## config.mk

```make
export PLATFORM = sky130hd
export DESIGN_NAME = mips_multicycle_ctrl_flat
export DESIGN_NICKNAME = d
export VERILOG_FILES = /design/src/rtl/mips_multicycle_ctrl_pkg.sv /design/src/rtl/mips_multicycle_ctrl_if.sv /design/src/rtl/mips_multicycle_ctrl_perf_counters.sv /design/src/rtl/mips_multicycle_ctrl.sv /design/src/flat_wrapper.sv
export SDC_FILE = /design/constraint.sdc
export NUM_CORES = 1
export LEC_CHECK = 0
export BUFFER_PORTS_ARGS = -buffer_cell sky130_fd_sc_hd__buf_2
export CAP_MARGIN = 20
export CORE_AREA = 3 3 67 69
export CTS_CLUSTER_SIZE = 28
export DETAILED_ROUTE_END_ITERATION = 10
export DIE_AREA = 0 0 70 72
export PLACE_DENSITY = 0.9
export SYNTH_ARGS = -nofsm -noshare
export SYNTH_HDL_FRONTEND = slang
export SYNTH_SLANG_ARGS = --single-unit
```

## constraint.sdc

```tcl
create_clock -name clk -period 3.4 [get_ports clk]
set_input_delay 0.17 -clock clk [delete_from_list [all_inputs] [get_ports clk]]
set_output_delay 0.17 -clock clk [all_outputs]
set_load 0.02 [all_outputs]
```

## src/rtl/mips_multicycle_ctrl_pkg.sv

```systemverilog
// mips_pkg -- shared opcode, state and mux-select encodings for the 16-bit multi-cycle MIPS core. Rev 1.0
`default_nettype none

package mips_pkg;

  localparam logic [5:0] OP_RTYPE = 6'b000000;
  localparam logic [5:0] OP_LW    = 6'b100011;
  localparam logic [5:0] OP_SW    = 6'b101011;
  localparam logic [5:0] OP_BEQ   = 6'b000100;
  localparam logic [5:0] OP_J     = 6'b000010;
  localparam logic [5:0] OP_ADDI  = 6'b001000;

  localparam logic [1:0] ALU_OP_ADD   = 2'b00;
  localparam logic [1:0] ALU_OP_SUB   = 2'b01;
  localparam logic [1:0] ALU_OP_FUNCT = 2'b10;

  localparam logic [1:0] SRCB_REGB  = 2'b00;
  localparam logic [1:0] SRCB_ONE   = 2'b01;
  localparam logic [1:0] SRCB_IMM   = 2'b10;
  localparam logic [1:0] SRCB_BROFF = 2'b11;

  localparam logic [1:0] PCSRC_ALU    = 2'b00;
  localparam logic [1:0] PCSRC_ALUOUT = 2'b01;
  localparam logic [1:0] PCSRC_JUMP   = 2'b10;

  typedef enum logic [3:0] {
    ST_FETCH     = 4'd0,
    ST_DECODE    = 4'd1,
    ST_MEM_ADDR  = 4'd2,
    ST_MEM_READ  = 4'd3,
    ST_MEM_WB    = 4'd4,
    ST_MEM_WRITE = 4'd5,
    ST_EXECUTE   = 4'd6,
    ST_R_WB      = 4'd7,
    ST_BRANCH    = 4'd8,
    ST_JUMP      = 4'd9,
    ST_ADDI_EXEC = 4'd10,
    ST_ADDI_WB   = 4'd11,
    ST_HALT      = 4'd12
  } state_e;

  typedef struct packed {
    logic       pc_write;
    logic       pc_write_cond;
    logic [1:0] pc_source;
    logic       ior;
    logic       mem_read;
    logic       mem_write;
    logic       ir_write;
    logic       reg_dst;
    logic       memto_reg;
    logic       reg_write;
    logic       alu_src_a;
    logic [1:0] alu_src_b;
    logic [1:0] alu_op;
  } ctrl_t;

  function automatic logic is_mem_op(input logic [5:0] op);
    return (op == OP_LW) || (op == OP_SW);
  endfunction

endpackage

`default_nettype wire

```

## src/rtl/mips_multicycle_ctrl_if.sv

```systemverilog
// mips_multicycle_ctrl_if -- control bus between the multi-cycle sequencer and the datapath/memory port. Rev 1.0
`default_nettype none

interface mips_multicycle_ctrl_if;

  logic [5:0] opcode;
  logic       alu_zero;
  logic       mem_ready;

  logic       pc_write;
  logic       pc_write_cond;
  logic [1:0] pc_source;
  logic       ior;
  logic       mem_read;
  logic       mem_write;
  logic       ir_write;
  logic       reg_dst;
  logic       memto_reg;
  logic       reg_write;
  logic       alu_src_a;
  logic [1:0] alu_src_b;
  logic [1:0] alu_op;

  modport master (
    input  opcode, alu_zero, mem_ready,
    output pc_write, pc_write_cond, pc_source, ior, mem_read, mem_write,
           ir_write, reg_dst, memto_reg, reg_write, alu_src_a, alu_src_b, alu_op
  );

  modport slave (
    output opcode, alu_zero, mem_ready,
    input  pc_write, pc_write_cond, pc_source, ior, mem_read, mem_write,
           ir_write, reg_dst, memto_reg, reg_write, alu_src_a, alu_src_b, alu_op
  );

endinterface

`default_nettype wire

```

## src/rtl/mips_multicycle_ctrl_perf_counters.sv

```systemverilog
// mips_perf_counters -- saturating retired-instruction and active-cycle counters. Rev 1.0
`default_nettype none

module mips_perf_counters #(
  parameter int CNT_W = 16
) (
  input  logic             clk,
  input  logic             reset,
  input  logic             retire,
  input  logic             active,
  output logic [CNT_W-1:0] instr_count,
  output logic [CNT_W-1:0] cycle_count
);

  localparam logic [CNT_W-1:0] CNT_MAX = {CNT_W{1'b1}};
  localparam logic [CNT_W-1:0] CNT_ONE = {{(CNT_W-1){1'b0}}, 1'b1};

  logic [CNT_W-1:0] instr_q, instr_d;
  logic [CNT_W-1:0] cycle_q, cycle_d;

  always_comb begin
    instr_d = instr_q;
    cycle_d = cycle_q;
    if (retire && (instr_q != CNT_MAX)) instr_d = instr_q + CNT_ONE;
    if (active && (cycle_q != CNT_MAX)) cycle_d = cycle_q + CNT_ONE;
  end

  always_ff @(posedge clk or posedge reset) begin
    if (reset) begin
      instr_q <= '0;
      cycle_q <= '0;
    end else begin
      instr_q <= instr_d;
      cycle_q <= cycle_d;
    end
  end

  assign instr_count = instr_q;
  assign cycle_count = cycle_q;

endmodule

`default_nettype wire

```

## src/rtl/mips_multicycle_ctrl.sv

```systemverilog
// mips_multicycle_ctrl -- multi-cycle sequencer time-sharing one ALU and one memory port. Rev 1.0
`default_nettype none

module mips_multicycle_ctrl
  import mips_pkg::*;
#(
  parameter int         CNT_W   = 16,
  parameter logic [5:0] HALT_OP = 6'b111111
) (
  input  logic                   clk,
  input  logic                   reset,
  mips_multicycle_ctrl_if.master bus,
  output logic                   halted,
  output logic                   illegal_op,
  output logic [CNT_W-1:0]       instr_count,
  output logic [CNT_W-1:0]       cycle_count
);

  state_e state_q, state_d;
  logic   illegal_q, illegal_d;
  ctrl_t  ctrl_raw;
  ctrl_t  ctrl_out;
  logic   retire;
  logic   active;
  logic   unused_alu_zero;

  // beq outcome is resolved in the datapath (pc_write_cond AND alu_zero)
  assign unused_alu_zero = bus.alu_zero;

  always_ff @(posedge clk or posedge reset) begin
    if (reset) begin
      state_q   <= ST_FETCH;
      illegal_q <= 1'b0;
    end else begin
      state_q   <= state_d;
      illegal_q <= illegal_d;
    end
  end

  always_comb begin
    state_d   = state_q;
    illegal_d = illegal_q;
    ctrl_raw  = '0;

    unique case (state_q)
      ST_FETCH: begin
        ctrl_raw.mem_read  = 1'b1;
        ctrl_raw.alu_src_b = SRCB_ONE;
        ctrl_raw.alu_op    = ALU_OP_ADD;
        ctrl_raw.pc_source = PCSRC_ALU;
        if (bus.mem_ready) begin
          ctrl_raw.ir_write = 1'b1;
          ctrl_raw.pc_write = 1'b1;
          state_d           = ST_DECODE;
        end
      end

      ST_DECODE: begin
        ctrl_raw.alu_src_b = SRCB_BROFF;
        ctrl_raw.alu_op    = ALU_OP_ADD;
        if (is_mem_op(bus.opcode)) begin
          state_d = ST_MEM_ADDR;
        end else begin
          case (bus.opcode)
            OP_RTYPE: state_d = ST_EXECUTE;
            OP_BEQ:   state_d = ST_BRANCH;
            OP_J:     state_d = ST_JUMP;
            OP_ADDI:  state_d = ST_ADDI_EXEC;
            default: begin
              state_d = ST_HALT;
              if (bus.opcode != HALT_OP) illegal_d = 1'b1;
            end
          endcase
        end
      end

      ST_MEM_ADDR: begin
        ctrl_raw.alu_src_a = 1'b1;
        ctrl_raw.alu_src_b = SRCB_IMM;
        ctrl_raw.alu_op    = ALU_OP_ADD;
        state_d = (bus.opcode == OP_LW) ? ST_MEM_READ : ST_MEM_WRITE;
      end

      ST_MEM_READ: begin
        ctrl_raw.mem_read = 1'b1;
        ctrl_raw.ior      = 1'b1;
        if (bus.mem_ready) state_d = ST_MEM_WB;
      end

      ST_MEM_WB: begin
        ctrl_raw.reg_write = 1'b1;
        ctrl_raw.memto_reg = 1'b1;
        state_d            = ST_FETCH;
      end

      ST_MEM_WRITE: begin
        ctrl_raw.mem_write = 1'b1;
        ctrl_raw.ior       = 1'b1;
        if (bus.mem_ready) state_d = ST_FETCH;
      end

      ST_EXECUTE: begin
        ctrl_raw.alu_src_a = 1'b1;
        ctrl_raw.alu_src_b = SRCB_REGB;
        ctrl_raw.alu_op    = ALU_OP_FUNCT;
        state_d            = ST_R_WB;
      end

      ST_R_WB: begin
        ctrl_raw.reg_write = 1'b1;
        ctrl_raw.reg_dst   = 1'b1;
        state_d            = ST_FETCH;
      end

      ST_BRANCH: begin
        ctrl_raw.alu_src_a     = 1'b1;
        ctrl_raw.alu_src_b     = SRCB_REGB;
        ctrl_raw.alu_op        = ALU_OP_SUB;
        ctrl_raw.pc_write_cond = 1'b1;
        ctrl_raw.pc_source     = PCSRC_ALUOUT;
        state_d                = ST_FETCH;
      end

      ST_JUMP: begin
        ctrl_raw.pc_write  = 1'b1;
        ctrl_raw.pc_source = PCSRC_JUMP;
        state_d            = ST_FETCH;
      end

      ST_ADDI_EXEC: begin
        ctrl_raw.alu_src_a = 1'b1;
        ctrl_raw.alu_src_b = SRCB_IMM;
        ctrl_raw.alu_op    = ALU_OP_ADD;
        state_d            = ST_ADDI_WB;
      end

      ST_ADDI_WB: begin
        ctrl_raw.reg_write = 1'b1;
        state_d            = ST_FETCH;
      end

      ST_HALT: state_d = ST_HALT;

      default: state_d = ST_FETCH;
    endcase
  end

  // Strobes are forced low combinationally so a reset mid-access drops the request at once
  assign ctrl_out = reset ? '0 : ctrl_raw;

  assign bus.pc_write      = ctrl_out.pc_write;
  assign bus.pc_write_cond = ctrl_out.pc_write_cond;
  assign bus.pc_source     = ctrl_out.pc_source;
  assign bus.ior           = ctrl_out.ior;
  assign bus.mem_read      = ctrl_out.mem_read;
  assign bus.mem_write     = ctrl_out.mem_write;
  assign bus.ir_write      = ctrl_out.ir_write;
  assign bus.reg_dst       = ctrl_out.reg_dst;
  assign bus.memto_reg     = ctrl_out.memto_reg;
  assign bus.reg_write     = ctrl_out.reg_write;
  assign bus.alu_src_a     = ctrl_out.alu_src_a;
  assign bus.alu_src_b     = ctrl_out.alu_src_b;
  assign bus.alu_op        = ctrl_out.alu_op;

  assign halted     = (state_q == ST_HALT) && !reset;
  assign illegal_op = illegal_q;

  // Every completing instruction path ends with a transition back into FETCH
  assign retire = (state_q != ST_FETCH) && (state_d == ST_FETCH);
  assign active = (state_q != ST_HALT);

  mips_perf_counters #(
    .CNT_W (CNT_W)
  ) u_perf (
    .clk         (clk),
    .reset       (reset),
    .retire      (retire),
    .active      (active),
    .instr_count (instr_count),
    .cycle_count (cycle_count)
  );

endmodule

`default_nettype wire

```

## src/flat_wrapper.sv

```systemverilog
// flat-port wrapper written by rule: the top's interface ports become plain ports
module mips_multicycle_ctrl_flat import mips_pkg::*;
#(
  parameter int         CNT_W   = 16,
  parameter logic [5:0] HALT_OP = 6'b111111
)
  (clk, reset, halted, illegal_op, instr_count, cycle_count, bus_opcode, bus_alu_zero, bus_mem_ready, bus_pc_write, bus_pc_write_cond, bus_pc_source, bus_ior, bus_mem_read, bus_mem_write, bus_ir_write, bus_reg_dst, bus_memto_reg, bus_reg_write, bus_alu_src_a, bus_alu_src_b, bus_alu_op);
  mips_multicycle_ctrl_if bus_i ();
  input  logic clk;
  input  logic reset;
  output logic halted;
  output logic illegal_op;
  output logic [CNT_W-1:0] instr_count;
  output logic [CNT_W-1:0] cycle_count;
  input wire logic [$bits(bus_i.opcode)-1:0] bus_opcode;
  input wire logic [$bits(bus_i.alu_zero)-1:0] bus_alu_zero;
  input wire logic [$bits(bus_i.mem_ready)-1:0] bus_mem_ready;
  output wire logic [$bits(bus_i.pc_write)-1:0] bus_pc_write;
  output wire logic [$bits(bus_i.pc_write_cond)-1:0] bus_pc_write_cond;
  output wire logic [$bits(bus_i.pc_source)-1:0] bus_pc_source;
  output wire logic [$bits(bus_i.ior)-1:0] bus_ior;
  output wire logic [$bits(bus_i.mem_read)-1:0] bus_mem_read;
  output wire logic [$bits(bus_i.mem_write)-1:0] bus_mem_write;
  output wire logic [$bits(bus_i.ir_write)-1:0] bus_ir_write;
  output wire logic [$bits(bus_i.reg_dst)-1:0] bus_reg_dst;
  output wire logic [$bits(bus_i.memto_reg)-1:0] bus_memto_reg;
  output wire logic [$bits(bus_i.reg_write)-1:0] bus_reg_write;
  output wire logic [$bits(bus_i.alu_src_a)-1:0] bus_alu_src_a;
  output wire logic [$bits(bus_i.alu_src_b)-1:0] bus_alu_src_b;
  output wire logic [$bits(bus_i.alu_op)-1:0] bus_alu_op;
  assign bus_i.opcode = bus_opcode;
  assign bus_i.alu_zero = bus_alu_zero;
  assign bus_i.mem_ready = bus_mem_ready;
  assign bus_pc_write = bus_i.pc_write;
  assign bus_pc_write_cond = bus_i.pc_write_cond;
  assign bus_pc_source = bus_i.pc_source;
  assign bus_ior = bus_i.ior;
  assign bus_mem_read = bus_i.mem_read;
  assign bus_mem_write = bus_i.mem_write;
  assign bus_ir_write = bus_i.ir_write;
  assign bus_reg_dst = bus_i.reg_dst;
  assign bus_memto_reg = bus_i.memto_reg;
  assign bus_reg_write = bus_i.reg_write;
  assign bus_alu_src_a = bus_i.alu_src_a;
  assign bus_alu_src_b = bus_i.alu_src_b;
  assign bus_alu_op = bus_i.alu_op;
  mips_multicycle_ctrl #(.CNT_W(CNT_W), .HALT_OP(HALT_OP)) u_core (.clk(clk), .reset(reset), .bus(bus_i), .halted(halted), .illegal_op(illegal_op), .instr_count(instr_count), .cycle_count(cycle_count));
endmodule
```

==> results of run 1 <==
## worst min-delay path: cells and delay by family
| kind | cells | cell delay, ps |
|---|---|---|
| buf+inv | 3 | 610 |
## cells by family (layout without fill, tap and decap cells)
kind of cell               count (synthesis)  in the layout
and+or+nand+nor                          116            116
adders and majority gates                  2              2
AOI/OAI and AO/OA                         31             31
buffers and inverters                     28             77
muxes                                      2              2
xor gates and xnor gates                  32             32
DFF                                       37             37
## metal layers
layer | part of all wire | vias up
met1 | 0.44 | 958
met3 | 0.051 | 5
li1 | - | 976
met5 | 0 | -
met4 | 0.010 | 0
met2 | 0.50 | 54
## through the flow
| stage | util | area [µm²] | power, mW | cells |
|---|---|---|---|---|
| 2_1_floorplan | - | 2250 | 1.38 | 248 |
| 3_3_place_gp | 0.632 | 2510 | 1.54 | 339 |
| 3_5_place_dp | 0.632 | 2510 | 1.56 | 339 |
| 4_1_cts | 0.661 | 2630 | 1.95 | 347 |
| 5_1_grt | 0.661 | 2630 | 2.08 | 347 |
| 6_report | 0.661 | 2630 | 1.94 | 347 |
## layout make-up
type / count / area [µm²] / share of cell area
sequential: 37 / 926 / 0.353
tap: 50 / 62.6 / 0.0238
clock inverter: 1 / 30.0 / 0.0114
inverter: 10 / 37.5 / 0.0143
multi-input combinational: 183 / 1180 / 0.451
timing repair buffer: 59 / 298 / 0.113
clock buffer: 7 / 86.3 / 0.0329
## report_power, final
group | total [mW] | switching, mW | internal, mW
logic | 0.825 | 0.503 | 0.322
clock network | 0.389 | 0.150 | 0.239
registers | 0.725 | 0.184 | 0.542
## path summary, 6_finish.rpt
| check | start | end | cells after the start |
|---|---|---|---|
| max | u_core.state_q[0] | u_core.u_perf.instr_count[7] | 7 |
| min | reset | u_core.u_perf.cycle_count[15] | 3 |
| max reg2reg | u_core.state_q[0] | u_core.u_perf.instr_count[7] | 7 |
| min reg2reg | u_core.illegal_op | u_core.illegal_op | 1 |
| max in group asynchronous | reset | u_core.u_perf.instr_count[15] | 3 |
| min in group clk | bus_opcode[5] | u_core.illegal_op | 4 |
## sequential cells by signal, indices dropped and copies added (netlist names)
register and count:
u_core.state_q 4, u_core.u_perf.instr_count 16, u_core.u_perf.cycle_count 16, u_core.illegal_op 1
## cells in the final DEF (no fill, tap or decap), drive strengths merged, types with 2 or more instances in the layout
master / Yosys / layout
a21oi: 4 / 4
a41oi: 2 / 2
and3: 10 / 10
buf: 13 / 59
clkbuf: 5 / 7
dfrtp: 37 / 37
ha: 2 / 2
inv: 10 / 10
mux2: 2 / 2
nand2: 19 / 19
nand2b: 2 / 2
nand3: 10 / 10
nand4: 7 / 7
nor2: 23 / 23
nor2b: 4 / 4
nor3: 21 / 21
nor4: 8 / 8
nor4b: 3 / 3
o211ai: 2 / 2
o21ai: 10 / 10
o221ai: 2 / 2
or2: 3 / 3
or3: 2 / 2
xnor2: 11 / 11
xor2: 21 / 21
==> reports/metrics.cfg, run 1 <==
[run_status]
status=completed

[yosys]
synth_warnings=0
synth_compound_area_frac=0.0946
yosys-top-cells-area=dfrtp_1 41%, xor2_1 8.2%, xnor2_1 4.3%
syn_nets=260
postSynthAreaPerCell_um2=9.07
synth-edff-count=0
synth.cell_area_um2=2250
yosys-top-cells-count=37 x dfrtp_1, 23 x nor2_1, 21 x xor2_1
synth-xor-area-share=0.125
ys.flop_type=dfrtp_1
yosys.area.top_type_share=0.412
synth-async-reset-ratio=1.00
yosysMostFrequentCell=dfrtp_1
synth_cells=248
synth_top_family_by_area=simple AND/OR/NAND/NOR gates
synthMuxAreaShare=0.0100
yosysTopAreaCell=dfrtp_1
synthAdderAreaFrac=0.0111
yosysUniqueCellTypes=49
synthSimpleGateAreaFrac=0.287
synth-seq-area-share=0.412
synth-seq-cells=37

[final_layout]
drive_gt1_frac=0.266
area_growth_pct=16.8
diodes=0
layout.nets=308
nFillCells=333

[grt]
grt_pass1_wl_um=8190
grt_usage=0.198
gr-usage-met3=0.0416
grt_use_met1=0.245
grt_pass1_vias=1834
grtUsageMet2=0.349
gr-total-overflow=0
grt_max_degree=39
antenna_found_initial=0
busiest_layer=met2

[drt]
vias=1993
drc=0
ant_nets=0
wl_per_cell_um=13.8
routed_via_density=5.74
drt_first_iter_violations=191
dr.pass1.iters=4
drt_wl_total_um=4790

[worst_setup_path]
crit_fanout=24
crit_slowest_cell=dfrtp_1
cp-start-kind=flop
crit_family=simple AND/OR/NAND/NOR gates
reg2reg_slack_ps=690
end_kind=flop
path_buf_inv=0
critical-path-max-stage-delay_ps=610
cp_cell_sequence=nor3b_1 -> o311a_1 -> a211o_1 -> nor4b_4 -> nand2_2 -> nor4_1 -> xor2_1
arrival_ps=2930
cp.required_ps=3610
critPathKind=reg2reg

[floorplan]
placementRows=23
die-area_um2=5040
core_um2=3970
die_x_um=70
start_util=0.566
ios=60
die_h_um=72

[placement]
io_buffer_count=58
hpwlAfterDp_um=3510
place_congestion=0.801
dp_worst_setup_slack_ps=697

[clock_tree]
hold_buffers=0
clk_pin_slew_ps=80
htree_levels=2
cts_buffer_depth=2
clk_latency_ps=290
cts-root-buf=clkbuf_8
cts_made_buffers=5
numClockSinks=37
ctsResizeCount=0
cts_tree=done
cts_setup_buffers=0

[timing]
finalSetupViolations=0
setup_slack_ps=685
finalCriticalPeriod_ps=2710
rsz0062_at_grt=false
hold_violations=0
tns_ps=0
whs_ps=55.1
slew_headroom=0.583
final_max_slew_viol_count=0
final.period_utilization=0.799
skew_ps=13.0
worst_pin_slew_ps=625
fmax_mhz=368

[power_and_ir_drop]
p_leak_nw=1.33
ir_drop_v=0.000564
power_density_nw_per_um2=739

[hold_path]
min_path_type=in2async

[flow_run]
maxCapViolCount=0

Note: power is estimated with default switching activity, not from simulation.
==> run 2, diff against run 1 <==
--- a/config.mk
+++ b/config.mk
@@ -7,11 +7,11 @@
 export LEC_CHECK = 0
 export BUFFER_PORTS_ARGS = -buffer_cell sky130_fd_sc_hd__buf_2
 export CAP_MARGIN = 20
-export CORE_AREA = 3 3 67 69
+export CORE_AREA = 3 3 70 72
 export CTS_CLUSTER_SIZE = 28
 export DETAILED_ROUTE_END_ITERATION = 10
-export DIE_AREA = 0 0 70 72
-export PLACE_DENSITY = 0.9
+export DIE_AREA = 0 0 73 75
+export PLACE_DENSITY = 0.84
 export SYNTH_ARGS = -nofsm -noshare
 export SYNTH_HDL_FRONTEND = slang
 export SYNTH_SLANG_ARGS = --single-unit
==> constraint.sdc (replaced) <==
create_clock -name clk -period 2.76 [get_ports clk]
set_input_delay 0.138 -clock clk [delete_from_list [all_inputs] [get_ports clk]]
set_output_delay 0.138 -clock clk [all_outputs]
set_load 0.02 [all_outputs]
==> run 2 against run 1 <==
Count of clock-buffer cells in the layout is 2 lower; critical path depth stayed put; routed wire length is 3.4% higher; sequential power is 17% higher; register-to-register slack worse by 430 ps; core utilization is 5.8 points lower; sequential cell count stayed put; non-clock buffer count is 4 higher; final area hardly changed; critical endpoint unchanged; largest power group unchanged.
==> reports/metrics.cfg, run 2 (synthesized netlist as in run 1, its figures left out) <==
[grt]
gr-total-overflow=0  ; unchanged
grt_pass1_wl_um=8240  ; +0.59%
grt_pass1_vias=1805  ; -1.6%
antenna_found_initial=0  ; unchanged
grt_max_degree=38  ; -2.6%
grt_usage=0.189  ; -0.00879

[final_layout]
final_cell_mix=58 x buf_2, 37 x dfrtp_1, 23 x nor2_1, 21 x xor2_1, 18 x nand2_1
layout.nets=312  ; +1.3%
design_area_um2=2630  ; about the same
diodes=0  ; unchanged
area_growth_pct=16.9  ; about the same
final_common_cell=buf_2
drive_gt1_frac=0.279  ; +0.0131

[drt]
drc=0  ; unchanged
routed_via_density=5.61  ; -2.3%
vias=1981  ; -0.60%
drt_wl_total_um=4950  ; +3.4%
ant_nets=0  ; unchanged
drt_first_iter_violations=88  ; -54%
dr.pass1.iters=4  ; unchanged
wl_per_cell_um=14.0  ; +1.6%

[clock_tree]
cts-root-buf=clkbuf_8
ctsResizeCount=0  ; unchanged
clk_pin_slew_ps=80  ; about the same
cts_buffer_depth=2  ; unchanged
cts_setup_buffers=0  ; unchanged
htree_levels=2  ; unchanged
cts_tree=done
cts_made_buffers=5  ; unchanged
clk_latency_ps=290  ; about the same
numClockSinks=37  ; unchanged
hold_buffers=0  ; unchanged

[worst_setup_path]
cp.required_ps=2970  ; -640 ps
critPathKind=reg2reg
crit_fanout=13  ; -46%
arrival_ps=2720  ; -210 ps
reg2reg_slack_ps=250  ; -430 ps
cp-start-kind=flop
r2r_start=u_core.state_q[0]
cp-startpoint=u_core.state_q[0]
end_kind=flop

[floorplan]
ios=60  ; unchanged
core_um2=4350  ; +9.6%
die_x_um=73  ; +4.3%
start_util=0.516  ; -0.0498
die_h_um=75  ; +4.2%
die-area_um2=5480  ; +8.6%
placementRows=24  ; +4.3%

[timing]
final_max_slew_viol_count=0  ; unchanged
hold_violations=0  ; unchanged
skew_ps=4.94  ; -8.05 ps
final.period_utilization=0.909  ; +0.111
rsz0062_at_grt=false
worst_pin_slew_ps=479  ; -146 ps
fmax_mhz=398  ; +8.2%
finalCriticalPeriod_ps=2510  ; -205 ps
finalSetupViolations=0  ; unchanged
tns_ps=0  ; unchanged
slew_headroom=0.676  ; +0.0929

[flow_run]
maxCapViolCount=0  ; unchanged

[power_and_ir_drop]
p_sw_mw=1.07  ; +28%
p_leak_nw=1.34  ; +0.48%
power_density_nw_per_um2=888  ; +20%
switching_share=0.458  ; +0.0267
power.share.clock=0.159  ; -0.042
seqPwrFrac=0.363  ; -0.011
ir_drop_v=0.000632  ; +12%
p_int_mw=1.26  ; +15%
combPwrFrac=0.478  ; +0.053

[placement]
io_buffer_count=58  ; unchanged
post_dp_cell_area_um2=2540  ; +1.3%
place_congestion=0.830  ; +3.7%
hpwlAfterDp_um=3590  ; +2.4%

[run_status]
status=completed

[hold_path]
min_path_type=in2async

run 2: cell count changes in the layout (fill, tap and decap cells not counted), sizes merged:
cell      delta
buf          +4
clkbuf       -2
clkinv       +2
bufinv       -1
clkinvlp     +1
run 2: metrics by stage:
step | util | std cells | hold slack (ps) | power, mW | worst slack [ps]
after CTS | 0.603 | 353 | 92.1 | 2.34 | 249
after global routing | 0.603 | 353 | 120 | 2.50 | 118
after global placement | 0.584 | 345 | 368 | 1.93 | 320
after detailed placement | 0.584 | 345 | 403 | 1.97 | 273
after floorplan | - | 248 | 398 | 1.69 | 605
final | 0.603 | 353 | 78.9 | 2.33 | 251
run 2: power by group through the flow:
stage	clock network (mW)	registers, mW	logic [mW]
floorplan	0	0.924	0.771
global placement	0	0.848	1.08
detailed placement	0	0.851	1.11
CTS	0.375	0.843	1.12
global route	0.401	0.879	1.22
finish	0.371	0.848	1.12
run 2: worst paths after layout:
check,endpoint,depth (start not counted)
setup / recovery,u_core.u_perf.instr_count[7],7
setup reg to reg,u_core.u_perf.instr_count[7],7
max in group asynchronous,u_core.u_perf.instr_count[9],3
min in group clk,u_core.illegal_op,4
hold reg to reg,u_core.illegal_op,1
hold / removal,u_core.u_perf.cycle_count[14],3
run 2: routing by layer:
layer,track usage,part of all wire
met2,0.314,0.49
met4,0.0451,0.0038
met1,0.249,0.46
met3,0.0481,0.052
met5,0,0
run 2: worst max-delay path: stages (launching register included):
cell,delay [ps]
dfrtp_1,470
nor3b_1,180
o311a_1,330
a211o_1,330
nor4b_4,340
nand2_2,250
nor4_1,360
xor2_1,180
run 2: cell type report:
type	count	area [µm²]
Clock buffer	5	68.8
Tap cell	52	65.1
Sequential cell	37	926
Fill cell	371	1730
Timing Repair Buffer	63	328
Inverter	10	37.5
Clock inverter	3	17.5
Multi-Input combinational cell	183	1180
